<file path="config.mk">
export PLATFORM = sky130hd
export DESIGN_NAME = jpeg_sync_fifo
export DESIGN_NICKNAME = d
export VERILOG_FILES = /design/src/rtl/jpeg_sync_fifo.sv
export SDC_FILE = /design/constraint.sdc
export NUM_CORES = 1
export LEC_CHECK = 0
export CAP_MARGIN = 20
export CORE_ASPECT_RATIO = 0.6
export CORE_MARGIN = 3
export CORE_UTILIZATION = 40
export CTS_CLUSTER_DIAMETER = 200
export DETAILED_ROUTE_END_ITERATION = 16
export PLACE_DENSITY_LB_ADDON = 0.3
export SYNTH_ARGS = -nofsm -noshare
export SYNTH_HDL_FRONTEND = slang
export SYNTH_SLANG_ARGS = --single-unit
</file>
<file path="constraint.sdc">
create_clock -name clk -period 5.7 [get_ports clk]
set_input_delay 0.57 -clock clk [delete_from_list [all_inputs] [get_ports clk]]
set_output_delay 0.57 -clock clk [all_outputs]
set_load 0.02 [all_outputs]
</file>
<file path="src/rtl/jpeg_sync_fifo.sv">
// Parametrised synchronous FIFO for the JPEG encoder datapath.
// Extra-MSB pointers, standard or first-word-fall-through read, sticky error flags.
module jpeg_sync_fifo #(
  parameter int DATA_W    = 32,
  parameter int DEPTH     = 16,
  parameter bit FWFT      = 1'b0,
  parameter int AF_THRESH = DEPTH - 2,
  parameter int AE_THRESH = 1,
  localparam int AW       = $clog2(DEPTH)
) (
  input  logic              clk,
  input  logic              rst,
  input  logic              flush,
  input  logic              write_enable,
  input  logic [DATA_W-1:0] write_data,
  input  logic              read_req,
  output logic [DATA_W-1:0] read_data,
  output logic              rdata_valid,
  output logic              fifo_empty,
  output logic              fifo_full,
  output logic              almost_full,
  output logic              almost_empty,
  output logic [AW:0]       level,
  output logic              overflow,
  output logic              underflow,
  input  logic              err_clear
);

  localparam logic [AW:0] DEPTH_L = (AW+1)'(DEPTH);
  localparam logic [AW:0] AF_L    = (AW+1)'(AF_THRESH);
  localparam logic [AW:0] AE_L    = (AW+1)'(AE_THRESH);
  localparam logic [AW:0] ONE_L   = (AW+1)'(1);

  logic [DATA_W-1:0] mem_q [DEPTH];
  logic [AW:0]       wptr_q, wptr_d, rptr_q, rptr_d;
  logic              overflow_q, overflow_d, underflow_q, underflow_d;
  logic              rd_acc, wr_acc;
  logic [AW-1:0]     waddr, raddr;

  assign waddr        = wptr_q[AW-1:0];
  assign raddr        = rptr_q[AW-1:0];
  assign level        = wptr_q - rptr_q;
  assign fifo_empty   = (level == '0);
  assign fifo_full    = (level == DEPTH_L);
  assign almost_full  = (level >= AF_L);
  assign almost_empty = (level <= AE_L);
  assign overflow     = overflow_q;
  assign underflow    = underflow_q;

  // A write into a full FIFO is legal only when a pop frees a slot in the same cycle.
  assign rd_acc = read_req & ~fifo_empty;
  assign wr_acc = write_enable & (~fifo_full | rd_acc);

  always_comb begin
    wptr_d      = wptr_q;
    rptr_d      = rptr_q;
    overflow_d  = overflow_q;
    underflow_d = underflow_q;
    if (err_clear) begin
      overflow_d  = 1'b0;
      underflow_d = 1'b0;
    end
    if (flush) begin
      wptr_d = '0;
      rptr_d = '0;
    end else begin
      if (wr_acc)                     wptr_d      = wptr_q + ONE_L;
      if (rd_acc)                     rptr_d      = rptr_q + ONE_L;
      if (write_enable && !wr_acc)    overflow_d  = 1'b1;
      if (read_req && fifo_empty)     underflow_d = 1'b1;
    end
  end

  always_ff @(posedge clk) begin
    if (rst) begin
      wptr_q      <= '0;
      rptr_q      <= '0;
      overflow_q  <= 1'b0;
      underflow_q <= 1'b0;
    end else begin
      wptr_q      <= wptr_d;
      rptr_q      <= rptr_d;
      overflow_q  <= overflow_d;
      underflow_q <= underflow_d;
    end
  end

  // Storage is never cleared; only the pointers define what is valid.
  always_ff @(posedge clk) begin
    if (!rst && !flush && wr_acc) mem_q[waddr] <= write_data;
  end

  generate
    if (FWFT) begin : g_fwft
      assign read_data   = mem_q[raddr];
      assign rdata_valid = ~fifo_empty;
    end else begin : g_std
      logic [DATA_W-1:0] rdata_q;
      logic              rvalid_q;
      always_ff @(posedge clk) begin
        if (rst) begin
          rdata_q  <= '0;
          rvalid_q <= 1'b0;
        end else if (flush) begin
          rvalid_q <= 1'b0;
        end else if (rd_acc) begin
          rdata_q  <= mem_q[raddr];
          rvalid_q <= 1'b1;
        end else begin
          rvalid_q <= 1'b0;
        end
      end
      assign read_data   = rdata_q;
      assign rdata_valid = rvalid_q;
    end
  endgenerate

endmodule

</file>
* Word level (Yosys, flattened, before mapping)
Memories as Yosys holds them, arrays and structs flattened. A register that Yosys moved wholly into a read port is not among the register bits.
Index checks and enable logic that the tools add are counted.
W data, S select, Z words.
** Word-level totals
- Register bits :: 13
- Latch bits :: 0
- Memory bits (writable) :: 512
- Bits in read-only memories :: 0
- Input port bits :: 38
- Word-level logic and storage cells :: 37
- Memories kept :: 1
** Cells by class
- Add/subtract/negate cells :: 3
- Multipliers :: 0
- Divide/modulo/power cells :: 0
- Order comparisons :: 2
- Eq/ne operators :: 1
- Shift-type cells :: 0
- Muxes and demuxes :: 9
- Bitwise gates (word level) :: 6
- Reductions and logical operators :: 10
** Memory list
- mem_q :: words 16, width 32, rd ports 1, clocked after Yosys merged registers in 1, wr ports 1, line 34 : logic [DATA_W-1:0] mem_q [DEPTH];
** Operator list (count)
- $add A5 B1 Y5 const B :: 2
- $mux W1 :: 9
- $eq A5 B5 Y1 const B :: 1
- $ge A5 B4 Y1 const B :: 1
- $le A5 B1 Y1 const B :: 1
- $logic_not A5 Y1 :: 1
- $sub A5 B5 Y5 :: 1
- $logic_and A1 B1 Y1 :: 4
- $logic_not A1 Y1 :: 3
- $not A1 Y1 :: 3
- $and A1 B1 Y1 :: 2
- $reduce_and A2 Y1 :: 1
- $reduce_or A2 Y1 :: 1
- $or A1 B1 Y1 :: 1

* Longest topological paths before layout
- Word-level depth :: 10
- Depth in mapped cells :: 13

* Worst setup path before layout
OpenSTA, ideal clock, no wires.
- Path type :: reg-to-reg
- Start :: register rptr_q[2]
- End :: memory mem_q[5][0], enable pin
- Library setup time :: 513 ps
- Data arrival time :: 5479 ps
- Required time :: 5187 ps
- Path slack :: -292 ps
- Cell stages (with the launch flop) :: 10
- Path buffers :: 2
- Period minus slack after synthesis :: 5992 ps
- Cell sequence :: dfxtp_1 buf_2 buf_1 inv_1 ha_1 nand2b_1 a21oi_2 xor2_2 o31ai_2 nor4b_1
** Between the ends
- Longest elaborated chain between the ends :: 9
- Elaborated cells on any way between the ends :: 11
- Classes of those cells :: 1 x add/sub; 1 x eq/ne; 2 x mux; 5 x bitwise; 2 x reduce/logical
** Ends and longest elaborated chain
- from (decl) :: line 35 : logic [AW:0] wptr_q, wptr_d, rptr_q, rptr_d;
- from (signal assigned) :: line 82 : rptr_q <= rptr_d;
- $sub A5 B5 Y5 * :: line 42 : assign level = wptr_q - rptr_q;
- $logic_not A5 Y1 :: line 43 : assign fifo_empty = (level == '0);
- $not A1 Y1 :: line 51 : assign rd_acc = read_req & ~fifo_empty;
- $and A1 B1 Y1 :: line 51
- $or A1 B1 Y1 * :: line 52 : assign wr_acc = write_enable & (~fifo_full | rd_acc);
- $and A1 B1 Y1 * :: line 52
- $logic_and A1 B1 Y1 * :: line 90 : if (!rst && !flush && wr_acc) mem_q[waddr] <= write_data;
- $mux W1 * :: line 90
- $mux W1 (not written as such) * :: line 90
- to (decl) :: line 34
Every way passes the cells marked *; elsewhere a longest branch is shown, timed or not.

* Worst setup path after layout
- Start :: register rptr_q[2]
- End :: output port almost_empty
** Between the ends
- Longest elaborated chain between the ends :: 2
** Ends and longest elaborated chain
- $sub A5 B5 Y5 :: line 42
- $le A5 B1 Y1 :: line 46 : assign almost_empty = (level <= AE_L);
- to (decl) :: line 22 : output logic almost_empty,
No other way between the ends.

==> run summary <==
HPWL Detailed: 27,600 microns
core area: 53,100 sq um
Reg-to-Reg Start: rptr_q[2]
Cells after Synth: 1,089
vias in the first global route: 11,100
Clk Latency, worst-skew pair: 0.59 ns
Worst Hold Path EP: underflow
peak supply drop: 0.212 mV
DRT Pass-1 Iters: 5
Area Growth Syn to Fin: 15.1%
Clock Power Share: 0.384
die area: 57,200 sq um
initial antenna violation count: 3
Routed WL per cell: 27.6 microns
Slew headroom: 0.295
Worst R2R Setup Slack: 1.69 ns
clk sinks: 557
Die Height: 186 microns
Final Wtd Congestion: 0.772
CP Launch Type: flop
Lkg Pwr: 7.86 nW
root buffer cell: clkbuf_16
commonest non-fill, non-tap cells in the layout: edfxtp_1 (512), mux4_2 (121), clkdlybuf4s50_1 (79)
total power: 8.26 mW
Synth Cell Area: 21,700 sq um
#FFs+latches synth: 557
Slew Limit Fails: 0
Mapped Nets: 1,137
Resized cells post-CTS: 0
Via density: 5.81
Switching Share: 0.220
FF-to-FF path depth: 9
Avg Inst Size Synth: 19.9 sq um
Setup CP Type: reg -> out
power per cell area: 331 nW/um^2
Pint: 6.45 mW
hold path cells: 2
Worst EP required: 5.13 ns
nature of the critical path endpoint: primary output
FFs w/ async S/R, synth: 0
type of the worst min-delay path: in -> reg
combinational power share: 0.067
Maximum Capacitance Violations: 0
CTS tree: done
worst r2r dst: mem_q[6][0]
first-pass GRT wire length: 78,300 microns
Antenna Cells: 0
Worst Path Max Fanout: 31
final WL: 53,300 microns
CTS max path bufs: 3
Total GRT Usage: 0.186
Final Skew: 0.0263 ns
final setup vio count: 0
DRT iter0 DRCs: 1,262
dominant synthesized flop cell: edfxtp_1
number of CTS-inserted buffers: 49
Initial Util: 0.409
Post-CTS Setup Inserts: 0
largest net degree at the start of global routing: 111
fmax: 0.225 GHz
crit path time final: 4.45 ns
Vias: 11,200
top-level port count: 82
Post-synth EDFFs: 512
RSZ-0062 raised after global routing: false
Routed Antenna Nets: 0
Port Buffer Count: 81
Crit path arrival time: 3.88 ns
part of the cycle the worst path needs: 0.781
count of yosys warnings during synthesis: 0
status: finished clean
sequential power share: 0.549
worst slew pin tran: 1.05 ns
worst hold slack: 0.436 ns
share of layout cells above drive strength 1: 0.211
clk slew on worst S/H paths: 0.06 ns
final hold violations: 0
drt drc: 0
NetSw: 1.81 mW
cts hold-fix bufs: 0
hold_sp: rst
register area share after synthesis: 0.750
Synth cell types: 54
# rows: 65
grt total ovfl: 0
H-tree Lvls: 2
Die W: 307 microns
most common cell after layout, fill and taps aside: edfxtp_1
Final nets: 1,232
==> worst max-delay path, stage by stage (launching register included) <==
cell and delay (ns):
dfxtp_4 0.74, inv_1 0.19, ha_1 0.41, nand2b_1 0.10, a21oi_2 0.17, xor2_2 0.46, inv_2 0.27, nor4_1 0.32
clkdlybuf4s50_1 0.65
==> cell families after synthesis <==
family | after synthesis | synth area share
compound gates | 150 | 0.0560
xor+xnor | 3 | 0.00190
fa+ha+maj | 10 | 0.00611
buf+inv | 84 | 0.0181
flops | 557 | 0.750
mux | 140 | 0.134
simple gates | 145 | 0.0339
==> through the flow <==
step	setup slack (ns)	std cells	TNS (ns)	area, sq um	utilization
final	1.25	1927	0	25000	0.470
after CTS	1.26	1927	0	25000	0.470
after floorplan	-0.292	1089	-46.16	21700	-
after global routing	1.06	1927	0	25000	0.470
after global placement	1.78	1836	0	23500	0.442
after detailed placement	1.72	1836	0	23500	0.442
==> power groups by stage <==
| stage | Sequential [mW] | Clock [mW] | Combinational [mW] |
|---|---|---|---|
| after floorplan | 4.65 | 0 | 0.281 |
| after global placement | 4.62 | 0 | 0.549 |
| after detailed placement | 4.63 | 0 | 0.556 |
| after CTS | 4.54 | 3.25 | 0.558 |
| after global routing | 4.54 | 3.42 | 0.591 |
| final | 4.54 | 3.17 | 0.552 |
==> metal layers <==
layer / vias to the layer above / part of all wire / GRT usage
met5: - / 0.00024 / 0
met3: 73 / 0.086 / 0.0373
met2: 471 / 0.44 / 0.272
li1: 4727 / - / -
met4: 2 / 0.015 / 0.0330
met1: 5926 / 0.45 / 0.292
==> state kept, by name, indices dropped and copies added (netlist names) <==
signal       cells
wptr_q           5
mem_q          512
rdata_valid      1
read_data       32
overflow         1
underflow        1
rptr_q           5
==> how the worst max path moves through the flow <==
stage / slack, ns / endpoint / start
after floorplan: -0.29 / mem_q[5][0] / rptr_q[2]
after global placement: 1.78 / mem_q[6][3] / rptr_q[2]
after detailed placement: 1.72 / mem_q[6][6] / rptr_q[0]
after CTS: 1.26 / almost_empty / rptr_q[0]
after global routing: 1.06 / almost_empty / rptr_q[2]
final: 1.25 / almost_empty / rptr_q[2]
==> cells in the mapped netlist, drive strengths merged, types with 2 or more instances <==
cell	n	area share
clkinv	2	0.00035
nor3	11	0.0025
xor2	3	0.0019
a32oi	2	0.00081
edfxtp	512	0.71
a211oi	4	0.0014
ha	9	0.0052
nand2b	4	0.0012
nor4b	4	0.0016
a31oi	2	0.00058
or3	5	0.0014
nand4	4	0.0012
nand2	28	0.0048
a21boi	2	0.00086
a41oi	2	0.00081
nor2b	37	0.011
mux4	121	0.13
clkbuf	43	0.0074
buf	29	0.0086
o211ai	3	0.0010
o22ai	58	0.017
o211a	28	0.013
mux2i	18	0.0083
inv	10	0.0017
dfxtp	45	0.041
a21oi	6	0.0016
nor4	6	0.0017
o21ai	2	0.00081
nor2	40	0.0069
a221o	28	0.013
a2111oi	5	0.0020
==> cell type report <==
class / instances / area [sq um]
fill: 4397 / 28100
sequential: 557 / 16300
multi-input combinational: 448 / 5160
clock buffer: 67 / 1360
timing repair buffer: 116 / 1100
tap: 703 / 880
clock inverter: 24 / 161
inverter: 12 / 45.0
Note: power is estimated with default switching activity, not from simulation.
